==> config.mk <==
export PLATFORM = sky130hd
export DESIGN_NAME = dram_cmd_decoder
export DESIGN_NICKNAME = d
export VERILOG_FILES = /design/src/rtl/dram_cmd_decoder.sv
export SDC_FILE = /design/constraint.sdc
export NUM_CORES = 1
export LEC_CHECK = 0
export BUFFER_PORTS_ARGS = -buffer_cell sky130_fd_sc_hd__buf_4
export CORE_ASPECT_RATIO = 2
export CORE_UTILIZATION = 32
export CTS_CLUSTER_DIAMETER = 200
export DETAILED_ROUTE_END_ITERATION = 10
export HOLD_SLACK_MARGIN = 0.12
export PLACE_DENSITY = 0.54
export SLEW_MARGIN = 20
export SYNTH_ARGS = -nofsm -noshare
export SYNTH_HDL_FRONTEND = slang
export SYNTH_SLANG_ARGS = --single-unit
==> constraint.sdc <==
create_clock -name CLK -period 5.3 [get_ports CLK]
set_clock_uncertainty 0.2 [all_clocks]
set_input_delay 0.265 -clock CLK [delete_from_list [all_inputs] [get_ports CLK]]
set_output_delay 0.265 -clock CLK [all_outputs]
set_load 0.05 [all_outputs]
==> src/rtl/dram_cmd_decoder.sv <==
// dram_cmd_decoder
// Decodes DDR command pins into registered command fields. Keeps per-bank open/row
// state and flags bank-state protocol errors.
// Optional macro DRAM_TIMING_CHECK_EN: builds per-bank tRCD/tRP down-counters and
// drives err_timing. Without it, err_timing is tied low and no counters exist.
module dram_cmd_decoder #(
    parameter int TRCD = 12,
    parameter int TRP  = 10
) (
    input  logic        CLK,
    input  logic        nRST,
    input  logic        CS_n,
    input  logic        ACT_n,
    input  logic        RAS_n_A16,
    input  logic        CAS_n_A15,
    input  logic        WE_n_A14,
    input  logic [1:0]  BG,
    input  logic [1:0]  BA,
    input  logic [13:0] ADDR,
    input  logic        ADDR_17,
    input  logic        err_clr,
    output logic        cmd_valid,
    output logic [2:0]  cmd_type,
    output logic [3:0]  cmd_bank,
    output logic [17:0] cmd_row,
    output logic [9:0]  cmd_col,
    output logic        cmd_ap,
    output logic [15:0] bank_open,
    output logic        err_state,
    output logic        err_timing,
    output logic        err_sticky
);

    localparam logic [2:0] CMD_ACT  = 3'd0;
    localparam logic [2:0] CMD_RD   = 3'd1;
    localparam logic [2:0] CMD_WR   = 3'd2;
    localparam logic [2:0] CMD_PRE  = 3'd3;
    localparam logic [2:0] CMD_PREA = 3'd4;
    localparam logic [2:0] CMD_REF  = 3'd5;
    localparam logic [2:0] CMD_MRS  = 3'd6;
    localparam logic [2:0] CMD_ZQ   = 3'd7;

    logic        dec_valid;
    logic [2:0]  dec_type;
    logic [3:0]  bank_sel;
    logic [17:0] act_row;
    logic        is_act, is_rdwr, is_pre, is_prea, is_refmrs;
    logic        sel_open;
    logic        act_ok;
    logic [15:0] close_vec;
    logic        state_hit;
    logic        timing_hit;
    logic [17:0] row_q [16];

    assign bank_sel = {BG, BA};
    assign act_row  = {ADDR_17, RAS_n_A16, CAS_n_A15, WE_n_A14, ADDR};

    // Pin decode; DESEL, NOP and the unused 01011 pattern produce no command
    always_comb begin
        dec_valid = 1'b0;
        dec_type  = CMD_ACT;
        if (!CS_n) begin
            if (!ACT_n) begin
                dec_valid = 1'b1;
                dec_type  = CMD_ACT;
            end else begin
                case ({RAS_n_A16, CAS_n_A15, WE_n_A14})
                    3'b000: begin dec_valid = 1'b1; dec_type = CMD_MRS; end
                    3'b001: begin dec_valid = 1'b1; dec_type = CMD_REF; end
                    3'b010: begin dec_valid = 1'b1; dec_type = ADDR[10] ? CMD_PREA : CMD_PRE; end
                    3'b100: begin dec_valid = 1'b1; dec_type = CMD_WR; end
                    3'b101: begin dec_valid = 1'b1; dec_type = CMD_RD; end
                    3'b110: begin dec_valid = 1'b1; dec_type = CMD_ZQ; end
                    default: begin dec_valid = 1'b0; dec_type = CMD_ACT; end
                endcase
            end
        end
    end

    assign is_act    = dec_valid && (dec_type == CMD_ACT);
    assign is_rdwr   = dec_valid && ((dec_type == CMD_RD) || (dec_type == CMD_WR));
    assign is_pre    = dec_valid && (dec_type == CMD_PRE);
    assign is_prea   = dec_valid && (dec_type == CMD_PREA);
    assign is_refmrs = dec_valid && ((dec_type == CMD_REF) || (dec_type == CMD_MRS));
    assign sel_open  = bank_open[bank_sel];
    // ACT to an already-open bank is the only error that leaves bank state untouched
    assign act_ok    = is_act && !sel_open;

    assign state_hit = (is_act && sel_open) || (is_rdwr && !sel_open) ||
                       (is_refmrs && (|bank_open));

    // Banks closing on this edge: PREA closes every open bank, PRE/auto-precharge one
    always_comb begin
        close_vec = 16'h0000;
        if (is_prea) begin
            close_vec = bank_open;
        end else if ((is_pre || (is_rdwr && ADDR[10])) && sel_open) begin
            close_vec[bank_sel] = 1'b1;
        end
    end

    // Per-bank open flag and open row
    always_ff @(posedge CLK or negedge nRST) begin
        if (!nRST) begin
            bank_open <= 16'h0000;
            for (int i = 0; i < 16; i++) row_q[i] <= 18'h0;
        end else begin
            bank_open <= (bank_open & ~close_vec) | (act_ok ? (16'h0001 << bank_sel) : 16'h0000);
            if (act_ok) row_q[bank_sel] <= act_row;
        end
    end

`ifdef DRAM_TIMING_CHECK_EN
    localparam int CNT_MAX = (TRCD > TRP) ? TRCD : TRP;
    localparam int CNT_W   = (CNT_MAX > 2) ? $clog2(CNT_MAX) : 1;
    localparam logic [CNT_W-1:0] TRCD_LD = CNT_W'(TRCD - 1);
    localparam logic [CNT_W-1:0] TRP_LD  = CNT_W'(TRP - 1);

    logic [CNT_W-1:0] cnt_q [16];
    logic [15:0]      mode_trp;

    assign timing_hit = (is_rdwr && sel_open && (cnt_q[bank_sel] != '0) && !mode_trp[bank_sel]) ||
                        (act_ok && (cnt_q[bank_sel] != '0) && mode_trp[bank_sel]);

    // Per-bank timing counters: load on ACT/close, otherwise count down and hold at 0
    always_ff @(posedge CLK or negedge nRST) begin
        if (!nRST) begin
            mode_trp <= 16'h0000;
            for (int i = 0; i < 16; i++) cnt_q[i] <= '0;
        end else begin
            for (int i = 0; i < 16; i++) begin
                if (act_ok && (bank_sel == 4'(i))) begin
                    cnt_q[i]    <= TRCD_LD;
                    mode_trp[i] <= 1'b0;
                end else if (close_vec[i]) begin
                    cnt_q[i]    <= TRP_LD;
                    mode_trp[i] <= 1'b1;
                end else if (cnt_q[i] != '0) begin
                    cnt_q[i]    <= cnt_q[i] - CNT_W'(1);
                end
            end
        end
    end

    // Timing error pulse
    always_ff @(posedge CLK or negedge nRST) begin
        if (!nRST) err_timing <= 1'b0;
        else       err_timing <= timing_hit;
    end
`else
    assign timing_hit = 1'b0;
    assign err_timing = 1'b0;
`endif

    // Registered command fields and error flags; fields hold when no command decodes.
    // RD/WR to an open bank reports that bank's open row on cmd_row.
    always_ff @(posedge CLK or negedge nRST) begin
        if (!nRST) begin
            cmd_valid  <= 1'b0;
            cmd_type   <= 3'd0;
            cmd_bank   <= 4'd0;
            cmd_row    <= 18'h0;
            cmd_col    <= 10'h0;
            cmd_ap     <= 1'b0;
            err_state  <= 1'b0;
            err_sticky <= 1'b0;
        end else begin
            cmd_valid  <= dec_valid;
            err_state  <= state_hit;
            err_sticky <= (err_sticky && !err_clr) || state_hit || timing_hit;
            if (dec_valid) begin
                cmd_type <= dec_type;
                cmd_bank <= bank_sel;
            end
            if (is_act) cmd_row <= act_row;
            if (is_rdwr) begin
                cmd_col <= ADDR[9:0];
                cmd_ap  <= ADDR[10];
                if (sel_open) cmd_row <= row_q[bank_sel];
            end
        end
    end

endmodule
==> metrics.txt <==
Pre-antenna DRT Iters=4; total global-route track usage=17.1%; initial core utilization=32.5%; post-synthesis area per instance=around 15 µm²; CP Capture Type=flip-flop; reg-to-reg slack, setup=between 2 and 3 ns; number of global-route vias before repair=10200; RePlAce Congestion=around 0.77; Die X=159 µm; hpwl dp=25800 µm; Final Max Tran Viols=0; #FFs+latches synth=between 300 and 400; largest net degree at the start of global routing=roughly 130; Filler Cell Count=between 4000 and 5000; I/O pin cnt=83; share of the synthesized area in the top cell type=54.4%; share of layout cells above drive strength 1=50.0%; slowest cell on the critical path=nand2_1; DR DRC count=0; clk buf depth=3; Crit path max-delay family=simple AND/OR/NAND/NOR gates; CP Max Fanout=28; most common cell after layout, fill and taps aside=dfrtp_1; Critical Path End=cmd_row[12]; PwrDens=376 nW/µm²; Hold Violations, Final=0; Worst VDD drop=roughly 0.27 mV; Slew HR=33.4%; H-tree depth=1; die area=~50000 µm²; dominant cell type by area after synthesis=dfrtp_1; total CTS buffers=30; TritonCTS clock tree=built; minimum clock period=3.61 ns; Hold Path Class=in2async; Area Overhead vs Synth=15.7%; vias per std cell=5.30; r2r startpoint=bank_open[12]; Congestion Overflow GR=0; critical path's largest stage delay=0.76 ns; Max-Cap Viols=0; synth top area cells=dfrtp_1 54%, mux2_2 22%, mux4_2 10%; f_max=roughly 280 MHz; post-synth cell types=42; period utilization=68.2%; Synth Net Count=~1000; Site Rows=114; worst slew pin tran=0.999 ns; critical path launch point=CAS_n_A15; clock-pin transition on the worst setup and hold timing paths=0.07 ns; initial DRC count=412; diode count=0; Static Leak=8.10 nW; setup bufs post-CTS=0; Total Nets Final=between 1000 and 1500; crit start category=input pin; critical path type=in2reg; commonest non-fill, non-tap cells in the layout=343 x dfrtp_1, 304 x mux2_2, 108 x buf_4; Yosys warnings=0; Die H=316 µm; DP Cell Count=1687; Worst EP required=5.53 ns; drt total wl=41800 µm; initial antenna violation count=0; post-cts sizing count=0; CTS Hold Bufs=26; final setup fails=0; Reg2Reg Depth=6; unrepaired setup endpoints after global routing=no; Clock Root Buffer=clkbuf_16; worst skew pair latency=0.56 ns; CP Data Arrival Time=3.84 ns; Final ANT Viol Nets=0; # port buffers=81; TritonCTS Sinks=343; WP buf/inv=3; sequential fraction of the synthesis area=54.4%; Cells after Synth=1019; CP Depth=8; Fin Setup TNS=0 ns; routed len/inst=roughly 24 µm; CP cell instances=dlygate4sd3_1 -> buf_4 -> nor3b_1 -> nand2_1 -> nor4_1 -> a41oi_4 -> buf_8 -> mux2i_1; first-pass GRT wire length=between 60000 and 70000 µm; final std cells w/o fill=between 1500 and 2000; post-synthesis cell area=15800 µm²; status=finished, final reports clean; Core Area=48500 µm²; worst r2r dst=row_q[45]; total number of vias=about 9300
## sequential cells by signal (all words and copies together) (netlist names)
register and flops:
row_q 288, cmd_row 18, bank_open 16, cmd_col 10, cmd_bank 4, cmd_type 3, cmd_ap 1, cmd_valid 1
err_state 1, err_sticky 1
## worst min-delay path by stage
stage,start,to,slack (ns),cells after the start
floorplan,nRST,bank_open[0],-0.23,0
global placement,nRST,cmd_col[4],0.23,1
detailed placement,nRST,cmd_col[3],0.24,1
CTS,nRST,cmd_col[3],0.21,2
global route,nRST,cmd_col[3],0.27,2
finish,nRST,cmd_col[3],0.17,2
## cells in the mapped netlist, drive strengths merged
cell type and count:
a22oi 16, and3 1, mux2 304, mux2i 45
nand3b 1, inv 4, a31oi 2, a22o 24
a21boi 1, nor2 23, and2 4, conb 1
o21ai 10, o211ai 13, clkbuf 32, nor3b 1
a211oi 1, o41ai 1, nand4 1, nand3 2
nand2b 2, mux4 72, nor3 1, a31o 1
nor2b 8, a21o 1, a21oi 16, or4b 1
buf 49, a221oi 18, dfrtp 343, nand4b 1
nor4 6, o311ai 4, nand2 8, a41oi 1
## cell type report
cell class                 count  area (µm²)  area share [%]
sequential                   343        8580            47.0
multi-input combinational    591        6740            36.9
timing repair buffer         137        1120            6.14
clock buffer                  38         832            4.56
tap                          638         798            4.37
clock inverter                14         179           0.980
inverter                       4        15.0          0.0822
## power by group
group	total, W	switching, W	internal [W]	leakage (nW)
logic	0.00126	0.000615	0.000649	3.15
clock network	0.00230	0.00100	0.00130	0.497
registers	0.00330	0.000239	0.00306	4.46
total	0.00686	0.00186	0.00501	8.10
## metal layers
layer / track usage, % / share of wire, % / vias up
li1: - / - / 4010
met1: 19.7 / 39 / 5071
met2: 32.5 / 55 / 212
met3: 1.65 / 3.3 / 53
met4: 6.29 / 3.1 / 0
met5: 0 / 0 / -
## worst register-to-register path, stage by stage (launching register included)
cell and delay, ns:
dfrtp_1 0.47, mux2i_1 0.18, a22o_1 0.30, o21ai_4 0.12
nor2_2 0.46, buf_4 0.41, mux2_2 0.38
## cells by family after synthesis
family,synth area share [%]
buffers and inverters,3.15
flip-flops,54.4
other,0.0238
AND/OR/NAND/NOR,2.19
multiplexers,34.8
AO/OA/AOI/OAI,5.45
## through the flow
step	total power (W)	setup slack [ns]	hold WS (ns)	utilization (%)	area, µm²
after floorplan	0.00419	2.97	-0.231	-	15800
after CTS	0.00695	1.61	0.211	37.7	18300
after global routing	0.00717	1.50	0.272	37.7	18300
after global placement	0.00457	1.63	0.230	35.0	17000
final	0.00686	1.69	0.166	37.7	18300
after detailed placement	0.00461	1.57	0.241	35.0	17000
Note: power is estimated with default switching activity, not from simulation.
